--- config.mk ---
export PLATFORM = sky130hd
export DESIGN_NAME = stopwatch_timer
export DESIGN_NICKNAME = d
export VERILOG_FILES = /design/src/rtl/stopwatch_timer.sv
export SDC_FILE = /design/constraint.sdc
export NUM_CORES = 1
export LEC_CHECK = 0
export CAP_MARGIN = 25
export CORE_MARGIN = 3
export CORE_UTILIZATION = 53
export DETAILED_ROUTE_END_ITERATION = 16
export PLACE_DENSITY = 0.82
export SYNTH_ARGS = -nofsm -noshare
export SYNTH_HDL_FRONTEND = slang
export SYNTH_SLANG_ARGS = --single-unit
--- constraint.sdc ---
create_clock -name clk -period 2.6 [get_ports clk]
set_input_delay 0.78 -clock clk [delete_from_list [all_inputs] [get_ports clk]]
set_output_delay 0.78 -clock clk [all_outputs]
set_load 0.02 [all_outputs]
--- src/rtl/stopwatch_timer.sv ---
// BCD stopwatch/countdown (MM:SS.ff) with start/stop/clear, preset load, down-count expiry and up-count wrap.
// Define TIMER_LAP_EN to build the lap (split) register and LAP state; otherwise cmd_lap is ignored.
module stopwatch_timer #(
    parameter int FRAC_HI_MAX  = 6,
    parameter int FRAC_HI_W    = 3,
    parameter int MIN_TENS_MAX = 5
) (
    input  logic                    clk,
    input  logic                    rst,
    input  logic                    tick_en,
    input  logic                    tick_pls,
    input  logic                    cmd_start,
    input  logic                    cmd_stop,
    input  logic                    cmd_clear,
    input  logic                    cmd_lap,
    input  logic                    mode_down,
    input  logic                    load_valid,
    input  logic [20+FRAC_HI_W-1:0] load_time,
    output logic [20+FRAC_HI_W-1:0] o_time,
    output logic                    o_running,
    output logic                    o_lap_active,
    output logic                    o_expired,
    output logic                    o_wrap
);

    typedef struct packed {
        logic [3:0]           min_t;
        logic [3:0]           min_o;
        logic [3:0]           sec_t;
        logic [3:0]           sec_o;
        logic [FRAC_HI_W-1:0] frac_hi;
        logic [3:0]           frac_lo;
    } time_t;

    typedef enum logic [2:0] {
`ifdef TIMER_LAP_EN
        S_LAP,
`endif
        S_IDLE,
        S_RUN,
        S_PAUSE,
        S_EXPIRED
    } state_t;

    localparam logic [FRAC_HI_W-1:0] FH_MAX = FRAC_HI_W'(FRAC_HI_MAX);
    localparam logic [3:0]           MT_MAX = 4'(MIN_TENS_MAX);
    localparam time_t T_MAX = '{min_t: MT_MAX, min_o: 4'd9, sec_t: 4'd5,
                                sec_o: 4'd9, frac_hi: FH_MAX, frac_lo: 4'd9};

    // One BCD digit step; returns {new_digit, carry/borrow out}.
    function automatic logic [4:0] step_dig(input logic [3:0] d, input logic [3:0] mx,
                                            input logic down, input logic ci);
        logic [4:0] r;
        r = {d, 1'b0};
        if (ci) begin
            if (down) r = (d == 4'd0) ? {mx, 1'b1} : {d - 4'd1, 1'b0};
            else      r = (d >= mx)   ? {4'd0, 1'b1} : {d + 4'd1, 1'b0};
        end
        return r;
    endfunction

    function automatic time_t step_time(input time_t t, input logic down);
        time_t n;
        logic  c;
        n = t;
        {n.frac_lo, c} = step_dig(t.frac_lo, 4'd9, down, 1'b1);
        if (c) begin
            if (down) begin
                if (t.frac_hi == '0) n.frac_hi = FH_MAX;
                else begin n.frac_hi = t.frac_hi - 1'b1; c = 1'b0; end
            end else begin
                if (t.frac_hi >= FH_MAX) n.frac_hi = '0;
                else begin n.frac_hi = t.frac_hi + 1'b1; c = 1'b0; end
            end
        end
        {n.sec_o, c} = step_dig(t.sec_o, 4'd9,   down, c);
        {n.sec_t, c} = step_dig(t.sec_t, 4'd5,   down, c);
        {n.min_o, c} = step_dig(t.min_o, 4'd9,   down, c);
        {n.min_t, c} = step_dig(t.min_t, MT_MAX, down, c);
        return n;
    endfunction

    function automatic time_t clamp_time(input time_t t);
        time_t n;
        n.min_t   = (t.min_t   > MT_MAX) ? MT_MAX : t.min_t;
        n.min_o   = (t.min_o   > 4'd9)   ? 4'd9   : t.min_o;
        n.sec_t   = (t.sec_t   > 4'd5)   ? 4'd5   : t.sec_t;
        n.sec_o   = (t.sec_o   > 4'd9)   ? 4'd9   : t.sec_o;
        n.frac_hi = (t.frac_hi > FH_MAX) ? FH_MAX : t.frac_hi;
        n.frac_lo = (t.frac_lo > 4'd9)   ? 4'd9   : t.frac_lo;
        return n;
    endfunction

    state_t state, state_nx;
    time_t  cnt, cnt_nx, ld_clamped, cnt_step;
    logic   mode_dn, mode_nx;
    logic   wrap_q, wrap_nx;
    logic   running, tick;
`ifdef TIMER_LAP_EN
    time_t  lap_q, lap_nx;
`endif

    always_ff @(posedge clk or posedge rst) begin
        if (rst) begin
            state   <= S_IDLE;
            cnt     <= '0;
            mode_dn <= 1'b0;
            wrap_q  <= 1'b0;
`ifdef TIMER_LAP_EN
            lap_q   <= '0;
`endif
        end else begin
            state   <= state_nx;
            cnt     <= cnt_nx;
            mode_dn <= mode_nx;
            wrap_q  <= wrap_nx;
`ifdef TIMER_LAP_EN
            lap_q   <= lap_nx;
`endif
        end
    end

    // Commands resolve in priority order; a tick only advances when no higher command was accepted.
    always_comb begin
        state_nx   = state;
        cnt_nx     = cnt;
        mode_nx    = mode_dn;
        wrap_nx    = 1'b0;
        tick       = tick_en && tick_pls;
        ld_clamped = clamp_time(load_time);
        cnt_step   = step_time(cnt, mode_dn);
`ifdef TIMER_LAP_EN
        lap_nx     = lap_q;
        running    = (state == S_RUN) || (state == S_LAP);
`else
        running    = (state == S_RUN);
`endif
        if (cmd_clear) begin
            state_nx = S_IDLE;
            cnt_nx   = '0;
`ifdef TIMER_LAP_EN
            lap_nx   = '0;
`endif
        end else if (load_valid && !running) begin
            cnt_nx   = ld_clamped;
            state_nx = (ld_clamped == '0) ? S_IDLE : S_PAUSE;
        end else if (cmd_stop && running) begin
            state_nx = S_PAUSE;
        end else if (cmd_start && (state == S_IDLE || state == S_PAUSE)) begin
            mode_nx  = mode_down;
            state_nx = (mode_down && cnt == '0) ? S_EXPIRED : S_RUN;
        end else begin
`ifdef TIMER_LAP_EN
            if (cmd_lap && state == S_RUN) begin
                lap_nx   = cnt;
                state_nx = S_LAP;
            end else if (cmd_lap && state == S_LAP) begin
                state_nx = S_RUN;
            end
`endif
            if (running && tick) begin
                cnt_nx = cnt_step;
                if (!mode_dn && cnt == T_MAX) wrap_nx = 1'b1;
                if (mode_dn && cnt_step == '0) state_nx = S_EXPIRED;
            end
        end
    end

    assign o_running = running;
    assign o_expired = (state == S_EXPIRED);
    assign o_wrap    = wrap_q;
`ifdef TIMER_LAP_EN
    assign o_lap_active = (state == S_LAP);
    assign o_time       = (state == S_LAP) ? lap_q : cnt;
`else
    assign o_lap_active = 1'b0;
    assign o_time       = cnt;
`endif

endmodule
# Yosys cells after proc, flatten, opt, wreduce, memory -nomap -nowiden
# Cells that the tools add are included.
[op_classes]
order_cmp = 12
muxes = 52
n_eq_ne = 6
n_bitwise = 3
n_reduce_logical = 27
addsub = 12
[op_table]
columns = ["cell", "n"]
rows = [
  ["two-way mux 23 bit", 5],
  ["two-way mux 5 bit", 19],
  ["zero test 23 bit", 3],
  ["two-way mux 3 bit", 11],
  ["equality test 23 x 22 -> 1 bit, second input constant", 1],
  ["adder 4 x 1 -> 4 bit, second input constant", 5],
  ["zero test 4 bit", 5],
  ["two-way mux 4 bit", 5],
  ["subtractor 4 x 1 -> 4 bit, second input constant", 5],
  [">= comparator 4 bit, second input constant", 3],
  ["> comparator 4 bit, second input constant", 3],
  ["two-way mux 1 bit", 10],
  ["nonzero test 5 bit", 2],
  [">= comparator 4 x 3 -> 1 bit, second input constant", 2],
  ["> comparator 4 x 3 -> 1 bit, second input constant", 2],
  ["logical AND 1 bit", 8],
  ["equality test 3 x 2 -> 1 bit, second input constant", 2],
  ["zero test 3 bit", 2],
  ["inequality test 3 bit, second input constant", 2],
  ["two-way mux 2 bit", 2],
  ["AND reduction 4 bit", 1],
  ["adder 3 x 1 -> 3 bit, second input constant", 1],
  ["equality test 3 x 1 -> 1 bit, second input constant", 1],
  [">= comparator 3 bit, second input constant", 1],
  ["8 further kinds", 11],
]
[word_totals]
register_bits = 28
input_bits = 33
word_cells = 121
out_inout_bits = 27

# Logic depth before layout (Yosys ltp)
# Gate-level depths: netlist of run 1.
[logic_depth]
depth_word = 16
depth_mapped = 12
ltp_nobuf = 10

# Worst setup path after synthesis of run 1
# No wires, ideal clock.
[synth_path]
path_kind = "flip-flop to flip-flop"
startpoint = "register cnt (netlist bit o_time[11])"
endpoint = "register state[1]"
required_time_ns = 2.534
arrival_ns = 2.511
period_less_slack_ns = 2.577
path_stages_with_launch = 12
setup_time_ns = 0.066
setup_slack_ns = 0.023
n_path_buf = 1
path_cell_list = "dfrtp_1 -> clkbuf_1 -> inv_1 -> ha_1 -> nand2b_1 -> a21oi_1 -> o21a_1 -> nand2b_1 -> o41ai_4 -> nand3_1 -> nor4_1 -> o31a_1"
[synth_via]
elab_chain_cells = 10
[synth_rtl]
columns = ["element", "line_no", "source"]
rows = [
  ["start, declared", "95", "time_t cnt, cnt_nx, ld_clamped, cnt_step;"],
  ["start signal, assigned", "114", "cnt <= cnt_nx;"],
  [">= comparator 4 x 3 -> 1 bit / zero test 4 bit (equally long branches)", "57, 56", ""],
  ["two-way mux 5 bit, on equally long branches", "57, 56", ""],
  ["two-way mux 5 bit", "56", "if (down) r = (d == 4'd0) ? {mx, 1'b1} : {d - 4'd1, 1'b0};"],
  ["two-way mux 5 bit (3 in a row)", "55", "if (ci) begin"],
  ["zero test 23 bit", "164", "if (mode_dn && cnt_step == '0) state_nx = S_EXPIRED;"],
  ["logical AND 1 bit", "164", ""],
  ["nonzero test 5 bit (no line)", "--", ""],
  ["AND reduction 2 bit (no line)", "--", ""],
  ["end signal, assigned", "113", "state <= state_nx;"],
  ["end, declared", "94", "state_t state, state_nx;"],
]
# Several ways; a longest one is shown, not always the timed one.
# A chain may end at the register's enable or synchronous reset.

# Worst setup path after layout of run 1
[layout_path]
startpoint = "register cnt (netlist bit o_time[16])"
endpoint = "register state[1]"
[layout_via]
elab_chain_cells = 9
[layout_rtl]
columns = ["element", "line_no"]
rows = [
  [">= comparator 4 bit / zero test 4 bit (equally long branches)", "57, 56"],
  ["two-way mux 5 bit, on equally long branches", "57, 56"],
  ["two-way mux 5 bit", "56"],
  ["two-way mux 5 bit (2 in a row)", "55"],
  ["zero test 23 bit", "164"],
  ["logical AND 1 bit", "164"],
  ["nonzero test 5 bit (no line)", "--"],
  ["AND reduction 2 bit (no line)", "--"],
]
# Several ways; a longest one is shown, not always the timed one.

==> qor.log, run 1 <==
INFO  status         status=finished clean
INFO  clock_network  cts_tree=done
INFO  synth          synth_cells=404
INFO  timing         hold_viol_final=0
INFO  layout         post_layout_nonfiller_instances=557
INFO  worst_setup_path data_arrival_time_of_the_critical_path=2.71ns
INFO  layout         finish.instance_area=0.00410mm2
INFO  global_route   grt_overflow=0
INFO  synth          post-synth-top-area-cell=sky130_fd_sc_hd__dfrtp_1
INFO  synth          yosysMostFrequentCell=sky130_fd_sc_hd__nor2_1
INFO  worst_setup_path reg2reg_slack=0.06ns
INFO  timing         maxClockFrequency=393MHz
INFO  min_path       worst_hold_path.endpoint=state[1]
INFO  worst_setup_path kind_of_critical_path=reg2reg
INFO  worst_setup_path timing.critical_path.from_type=register
INFO  timing         max_slew.worst_pin.slew=0.573ns
INFO  clock_network  maximum_buffer_depth_of_the_clock_tree=2
INFO  worst_setup_path timing.critical_path.fanout_max=7
INFO  route          vias_after_detailed_routing=3578
INFO  timing         period_minus_slack=2.54ns
INFO  synth          synth_ff_type=sky130_fd_sc_hd__dfrtp_1
INFO  worst_setup_path critical_path_s_largest_stage_delay=0.41ns
INFO  worst_setup_path setup.worst_path.end_class=register
INFO  floorplan      coreArea=0.00557mm2
INFO  worst_setup_path rr_startpoint=o_time[16]
INFO  global_route   grt_start_max_net_pins=44
INFO  global_route   grt_pass1_vias=3229
INFO  floorplan      initial_core_util=55.2%
INFO  route          initialDrtViolationCount=304
INFO  timing         timing.clock.skew=0.00481ns
INFO  synth          asyncSetResetFlopFracSynth=100%
INFO  synth          synthesized_cell_area=0.00308mm2
INFO  route          detail_route.vias_per_cell=6.42
INFO  synth          synth-edff-count=0
INFO  clock_network  path_clk_slew=0.10ns
INFO  power_and_ir_drop powerDensity=388mW/mm2
INFO  synth          synth.lib_cells_used.distinct=68
INFO  clock_network  number_of_clock_buffers_inserted_by_tritoncts=3
INFO  synth          yosys_warnings=0
INFO  global_route   initial_antenna_violation_count=0
INFO  worst_setup_path cp_data_required_time=2.77ns
INFO  synth          synth.cells.most_frequent=41 x sky130_fd_sc_hd__nor2_1, 32 x sky130_fd_sc_hd__nand2_1, 30 x sky130_fd_sc_hd__a21oi_1
INFO  route          detail_route.drc_violations=0
INFO  floorplan      die_h=82.2um
INFO  floorplan      rows=27
INFO  layout         diodes=0
INFO  synth          post-synth-top-area-fraction=22.0%
INFO  timing         timing.final.crit_share=97.9%
INFO  synth          syn_area_per_cell=7.61um2
INFO  worst_setup_path critPathTopFamily=simple AND/OR/NAND/NOR gates
INFO  worst_setup_path r2r_path_end=state[1]
INFO  timing         setup-tns-final=0ns
INFO  layout         filler_cell_count=429
INFO  clock_network  clkSinkCount=27
INFO  worst_setup_path crit_path_top_delay_cell=sky130_fd_sc_hd__dfrtp_1
INFO  synth          sequential_area_share_after_synthesis=22.0%
INFO  clock_network  clk_latency=0.28ns
INFO  timing         drv_slew=0
INFO  place          io_buffer_count=57
INFO  global_route   grt_first_pass_wirelength=15.9mm
INFO  floorplan      num_io_pins=60
INFO  min_path       min-delay-start=state[1]
INFO  worst_setup_path critPathBufInv=2
INFO  clock_network  hold_buffers=0
INFO  route          detail_route.wirelength=9.93mm
INFO  clock_network  cts_h_tree_depth=1
INFO  worst_setup_path timing.reg2reg.worst_path_depth=10
INFO  timing         timing.final.setup_violations=0
INFO  place          gp_congestion=0.924
INFO  synth          post_synth_main_area_contributors=sky130_fd_sc_hd__dfrtp_1 22%, sky130_fd_sc_hd__ha_1 8.1%, sky130_fd_sc_hd__nor2_1 5.0%, sky130_fd_sc_hd__a21oi_1 4.9%, sky130_fd_sc_hd__nand2_1 3.9%
INFO  floorplan      die_width=82.2um
INFO  min_path       hold_path.class=reg2reg
INFO  synth          ys_seq_elements=27
INFO  layout         nNetsFinal=539
INFO  place          dpl_cell_area=0.00394mm2
INFO  route          first_pass_iteration_count_of_the_detailed_router=7
INFO  flow_run       max-cap-violations=0
INFO  floorplan      floorplan.die_area=0.00675mm2
INFO  timing         timing.max_slew.rel_slack=60.8%
INFO  route          detail_route.wl_per_cell=17.8um
INFO  power_and_ir_drop worst_ir_drop_vdd=204uV
INFO  synth          synth_fp_nets=457
INFO  power_and_ir_drop report.power.total=0.00159W
INFO  worst_setup_path critical_path.cell_chain=inv_2 -> ha_1 -> or3b_1 -> mux2_4 -> nor3_4 -> buf_4 -> nor3_1 -> o2111ai_2 -> nor4_2 -> o31a_1
INFO  power_and_ir_drop cellLeakagePower=1.68nW
INFO  route          postRouteAntennaNets=0
INFO  min_path       hold_depth=1
INFO  place          cell_total_after_placement=550
INFO  global_route   grt_util_all_layers=30.1%
INFO  layout         utilization=73.5%
INFO  clock_network  cts_root_buffer=sky130_fd_sc_hd__clkbuf_8
INFO  place          dp_hpwl=7.54mm
INFO  layout         area_delta_synth_final=33.2%
INFO  layout         post_route_cells_drive_above_1_share=16.3%
## repair_timing
item                                    in CTS  in global routing
resized for setup                            0                 16
buffers inserted                             0                  3
endpoints found under the setup margin       0                  2
## metal layers
layer | wire, um | up-vias | GRT usage [%]
met5 | 0 | - | 0
met4 | 325 | 0 | 12.8
met1 | 4050 | 1687 | 40.0
met3 | 745 | 40 | 3.90
li1 | - | 1653 | -
met2 | 4810 | 198 | 49.2
## cell type report
| class | count | area, um2 | area share, % |
|---|---|---|---|
| Timing Repair Buffer | 106 | 951 | 23.2 |
| Multi-Input combinational cell | 321 | 2230 | 54.5 |
| Clock buffer | 4 | 45.0 | 1.10 |
| Sequential cell | 27 | 676 | 16.5 |
| Inverter | 27 | 101 | 2.47 |
| Tap cell | 72 | 90.1 | 2.20 |
## cell families (layout without fill, tap and decap cells)
kind of cell	count (synthesis)	count (layout)	synth area share, %
flip-flops	27	27	22.0
AO/OA/AOI/OAI	121	121	28.1
buffers and inverters	56	137	8.22
adder cells (fa/ha/maj)	20	20	8.14
multiplexers	10	10	3.34
AND/OR/NAND/NOR	165	165	29.0
other	1	1	0.122
XOR/XNOR	4	4	1.14
## registers in the layout, indices dropped and copies added (netlist names)
name     flops
mode_dn      1
o_time      23
o_wrap       1
state        2
## how the worst max path moves through the flow
stage | from | end | cells past startpoint | slack [ns]
after floorplan | o_time[11] | state[1] | 11 | 0.02
after global routing | o_time[16] | state[1] | 10 | -0.004
after global placement | tick_en | state[1] | 8 | 0.06
final | o_time[16] | state[1] | 10 | 0.06
after CTS | o_time[0] | state[1] | 10 | 0.02
after detailed placement | tick_pls | state[1] | 8 | 0.01
## stage by stage
stage | hold slack, ns | setup slack, ns
after global placement | 0.556 | 0.0599
after global routing | 0.616 | -0.00425
after floorplan | 0.524 | 0.0234
after detailed placement | 0.568 | 0.0126
after CTS | 0.591 | 0.0172
final | 0.606 | 0.0551
## report_power, final
group | internal [W] | leakage, nW | switching [W]
sequential | 0.000447 | 0.358 | 0.0000359
combinational | 0.000383 | 1.30 | 0.000476
clock | 0.000110 | 0.0228 | 0.000139
total | 0.000939 | 1.68 | 0.000651
## layout by cell type (no fill, tap or decap), types with 4 or more instances in the layout
| cell type | n |
|---|---|
| sky130_fd_sc_hd__and3_1 | 5 |
| sky130_fd_sc_hd__nand2b_1 | 10 |
| sky130_fd_sc_hd__nand3_1 | 12 |
| sky130_fd_sc_hd__nand2_1 | 32 |
| sky130_fd_sc_hd__a21oi_1 | 30 |
| sky130_fd_sc_hd__or3_1 | 5 |
| sky130_fd_sc_hd__dfrtp_1 | 27 |
| sky130_fd_sc_hd__inv_1 | 26 |
| sky130_fd_sc_hd__nor4_1 | 11 |
| sky130_fd_sc_hd__o211ai_1 | 8 |
| sky130_fd_sc_hd__a31oi_1 | 9 |
| sky130_fd_sc_hd__nor2_1 | 41 |
| sky130_fd_sc_hd__ha_1 | 19 |
| sky130_fd_sc_hd__nor3_1 | 16 |
| sky130_fd_sc_hd__mux2i_1 | 6 |
| sky130_fd_sc_hd__a211oi_1 | 12 |
| sky130_fd_sc_hd__a311oi_1 | 6 |
| sky130_fd_sc_hd__clkdlybuf4s50_1 | 57 |
| sky130_fd_sc_hd__o21ai_0 | 14 |
| sky130_fd_sc_hd__o22ai_1 | 4 |
| sky130_fd_sc_hd__buf_4 | 48 |
Power figures use the tool's default switching activity.
==> run 2: changes to the inputs <==
--- a/config.mk
+++ b/config.mk
@@ -8,6 +8,7 @@
 export CAP_MARGIN = 25
 export CORE_MARGIN = 3
 export CORE_UTILIZATION = 53
+export CTS_BUF_LIST = sky130_fd_sc_hd__clkbuf_16
 export DETAILED_ROUTE_END_ITERATION = 16
 export PLACE_DENSITY = 0.82
 export SYNTH_ARGS = -nofsm -noshare
==> run 2 against run 1 <==
Hold slack improved by 0.013 ns. Clock power rose by 43%. First-iteration DRC count fell by 5.9%. Register-to-register slack barely moved. Clock skew barely moved. Cell count did not move. Global-route usage fell by 0.18 points. Sequential share of layout area fell by 0.10 points. Critical path depth did not move. Via count fell by 0.78%. Clock-buffer cell count fell by 1. Power rose by 6.4%. Critical path type unchanged. Largest cell class unchanged. Highest routed layer unchanged.
==> qor.log, run 2 (synthesis results as in run 1) <==
INFO  worst_setup_path reg2reg_slack=0.06ns [about the same]
INFO  timing         timing.final.setup_violations=0 [unchanged]
INFO  route          vias_after_detailed_routing=3550 [-0.78%]
INFO  power_and_ir_drop net-switching-power=0.000658W [+0.97%]
INFO  route          postRouteAntennaNets=0 [unchanged]
INFO  power_and_ir_drop cellLeakagePower=1.70nW [+1.1%]
INFO  floorplan      floorplan.die_area=0.00675mm2 [unchanged]
INFO  worst_setup_path timing.critical_path.fanout_max=7 [unchanged]
INFO  timing         maxClockFrequency=394MHz [+0.21%]
INFO  worst_setup_path crit_path_top_delay_cell=sky130_fd_sc_hd__or3b_1
INFO  worst_setup_path critical_path.cell_chain=inv_1 -> ha_1 -> or3b_1 -> mux2_4 -> nor3_4 -> buf_4 -> nor3_1 -> o2111ai_2 -> nor4_2 -> o31a_1
INFO  route          initialDrtViolationCount=286 [-5.9%]
INFO  power_and_ir_drop portion_of_total_power_attributed_to_combinational_logic=50.3% [-3.7 points]
INFO  clock_network  number_of_clock_buffers_inserted_by_tritoncts=3 [unchanged]
INFO  worst_setup_path setup.worst_path.end_class=register
INFO  global_route   initial_antenna_violation_count=0 [unchanged]
INFO  layout         diodes=0 [unchanged]
INFO  worst_setup_path rr_startpoint=o_time[15]
INFO  global_route   grt_pass1_vias=3234 [+0.15%]
INFO  timing         timing.max_slew.rel_slack=61.9% [+1.1 points]
INFO  timing         hold_viol_final=0 [unchanged]
INFO  global_route   grt_start_max_net_pins=44 [unchanged]
INFO  clock_network  clk_latency=0.26ns [-0.02 ns]
INFO  route          m1WireLength=4.01mm [-0.91%]
INFO  timing         max_slew.worst_pin.slew=0.556ns [-0.0165 ns]
INFO  min_path       min-delay-start=state[0]
INFO  layout         post_route_cells_drive_above_1_share=16.3% [unchanged]
INFO  route          met2WireLength=4.80mm [-0.23%]
INFO  clock_network  clkSinkCount=27 [unchanged]
INFO  min_path       hold_depth=2 [+1]
INFO  route          detail_route.drc_violations=0 [unchanged]
INFO  clock_network  cts_tree=done
INFO  route          detail_route.wl_per_cell=17.7um [-0.69%]
INFO  route          routed.top_layer=met4
INFO  place          dp_hpwl=7.54mm [unchanged]
INFO  floorplan      rows=27 [unchanged]
INFO  floorplan      die_width=82.2um [unchanged]
INFO  place          gp_congestion=0.924 [unchanged]
INFO  layout         area_delta_synth_final=34.0%
INFO  worst_setup_path kind_of_critical_path=reg2reg
INFO  timing         hold-worst-slack=0.619ns [+0.0135 ns]
INFO  route          detail_route.wirelength=9.86mm [-0.69%]
INFO  layout         largest_reg_flops=23 [unchanged]
INFO  route          detailroute.wirelength.met3=733um [-1.6%]
INFO  clock_network  path_clk_slew=0.07ns [-0.03 ns]
INFO  global_route   grt_util_all_layers=29.9% [-0.18 points]
INFO  layout         nNetsFinal=539 [unchanged]
INFO  timing         timing.final.crit_share=97.7% [-0.20 points]
INFO  power_and_ir_drop powerDensity=410mW/mm2 [+5.7%]
INFO  layout         final_common_cell=sky130_fd_sc_hd__clkdlybuf4s50_1
INFO  clock_network  cts_h_tree_depth=1 [unchanged]
INFO  min_path       worst_hold_path.endpoint=state[0]
INFO  power_and_ir_drop clock_power_share=21.1% [+5.4 points]
INFO  place          io_buffer_count=57 [unchanged]
INFO  worst_setup_path critical_path_s_largest_stage_delay=0.40ns [about the same]
INFO  power_and_ir_drop worst_ir_drop_vdd=249uV [+22%]
INFO  global_route   grt_overflow=0 [unchanged]
INFO  floorplan      die_h=82.2um [unchanged]
INFO  power_and_ir_drop switching_part_of_the_total_power=38.9% [-2.1 points]
INFO  clock_network  maximum_buffer_depth_of_the_clock_tree=2 [unchanged]
INFO  worst_setup_path timing.critical_path.from_type=register
INFO  timing         drv_slew=0 [unchanged]
INFO  status         status=finished clean
INFO  worst_setup_path cp_data_required_time=2.75ns [-0.02 ns]
INFO  timing         setup-tns-final=0ns [unchanged]
INFO  worst_setup_path r2r_path_end=state[1]
INFO  flow_run       max-cap-violations=0 [unchanged]
INFO  worst_setup_path timing.reg2reg.worst_path_depth=10 [unchanged]
INFO  layout         most-common-layout-cells=57 x sky130_fd_sc_hd__clkdlybuf4s50_1, 48 x sky130_fd_sc_hd__buf_4, 41 x sky130_fd_sc_hd__nor2_1
INFO  min_path       hold_path.class=reg2reg
INFO  worst_setup_path data_arrival_time_of_the_critical_path=2.69ns [-0.02 ns]
INFO  timing         period_minus_slack=2.54ns [-0.00529 ns]
INFO  floorplan      coreArea=0.00557mm2 [unchanged]
INFO  global_route   grt_first_pass_wirelength=15.8mm [-0.39%]
INFO  clock_network  cts_root_buffer=sky130_fd_sc_hd__clkbuf_16
INFO  power_and_ir_drop p_int=0.00103W [+10%]
INFO  timing         timing.clock.skew=0.00491ns [+0.000102 ns]
INFO  power_and_ir_drop power_frac_seq=28.6% [-1.7 points]
INFO  route          detail_route.vias_per_cell=6.37 [-0.78%]
INFO  route          first_pass_iteration_count_of_the_detailed_router=7 [unchanged]
INFO  floorplan      num_io_pins=60 [unchanged]
INFO  floorplan      initial_core_util=55.2% [unchanged]
==> run 2: changes by cell type in the layout (fill, tap and decap cells not counted) <==
cell,previous run,this run
sky130_fd_sc_hd__clkbuf_1,1,0
sky130_fd_sc_hd__mux2i_4,2,1
sky130_fd_sc_hd__clkbuf_8,3,0
sky130_fd_sc_hd__inv_1,26,27
sky130_fd_sc_hd__clkbuf_16,0,3
sky130_fd_sc_hd__mux2i_2,0,1
==> run 2: worst max-delay path, delay by kind of cell, from the launching register on <==
kind / cells / cell delay (ns)
fa+ha+maj: 1 / 0.17
mux: 1 / 0.33
buf+inv: 2 / 0.26
simple gates: 4 / 0.83
compound gates: 2 / 0.45
flops: 1 / 0.39
==> run 2: layer usage <==
layer / global-route usage, % / vias up
met3: 3.47 / 35
met2: 49.6 / 189
li1: - / 1656
met4: 11.8 / 0
met1: 39.8 / 1670
met5: 0 / -
==> run 2: layout make-up <==
class | count | area, um2
Clock buffer | 3 | 75.1
Clock inverter | 1 | 3.75
Fill cell | 423 | 1450
Inverter | 27 | 101
Multi-Input combinational cell | 321 | 2220
Sequential cell | 27 | 676
Tap cell | 72 | 90.1
Timing Repair Buffer | 106 | 951
==> run 2: per-stage QoR <==
stage | setup WS [ns] | util (%) | power, W | std cells | instance area (um2)
after floorplan | 0.0234 | - | 0.000986 | 404 | 3080
after CTS | 0.0252 | 72.1 | 0.00164 | 554 | 4020
after detailed placement | 0.0126 | 70.7 | 0.00128 | 550 | 3940
after global routing | -0.0272 | 73.9 | 0.00178 | 557 | 4120
after global placement | 0.0599 | 70.7 | 0.00126 | 550 | 3940
final | 0.0604 | 73.9 | 0.00169 | 557 | 4120
==> run 2: power by group through the flow <==
stage / logic [W] / registers, W / clock network, W
2_1_floorplan: 0.000475 / 0.000512 / 0
3_3_place_gp: 0.000778 / 0.000486 / 0
3_5_place_dp: 0.000793 / 0.000489 / 0
4_1_cts: 0.000798 / 0.000481 / 0.000358
5_1_grt: 0.000918 / 0.000486 / 0.000379
6_report: 0.000851 / 0.000483 / 0.000357
==> run 2: worst max path at each step <==
stage / from / endpoint / slack, ns / cells after the start
after floorplan: o_time[11] / state[1] / 0.02 / 11
after global placement: tick_en / state[1] / 0.06 / 8
after detailed placement: tick_pls / state[1] / 0.01 / 8
after CTS: o_time[0] / state[1] / 0.03 / 10
after global routing: o_time[7] / state[1] / -0.03 / 11
final: o_time[15] / state[1] / 0.06 / 10
==> run 2: timing repair <==
item,4_1_cts,5_1_grt
gates resized for setup,0,15
setup endpoints to repair,0,2
hold buffers,0,0
setup buffers,0,3
==> run 3: changes to the inputs <==
--- a/config.mk
+++ b/config.mk
@@ -11,6 +11,7 @@
 export CTS_BUF_LIST = sky130_fd_sc_hd__clkbuf_16
 export DETAILED_ROUTE_END_ITERATION = 16
 export PLACE_DENSITY = 0.82
+export SLEW_MARGIN = 0
 export SYNTH_ARGS = -nofsm -noshare
 export SYNTH_HDL_FRONTEND = slang
 export SYNTH_SLANG_ARGS = --single-unit
==> results of run 3 <==
No change in the layout: final DEF, timing and power equal those of run 2.
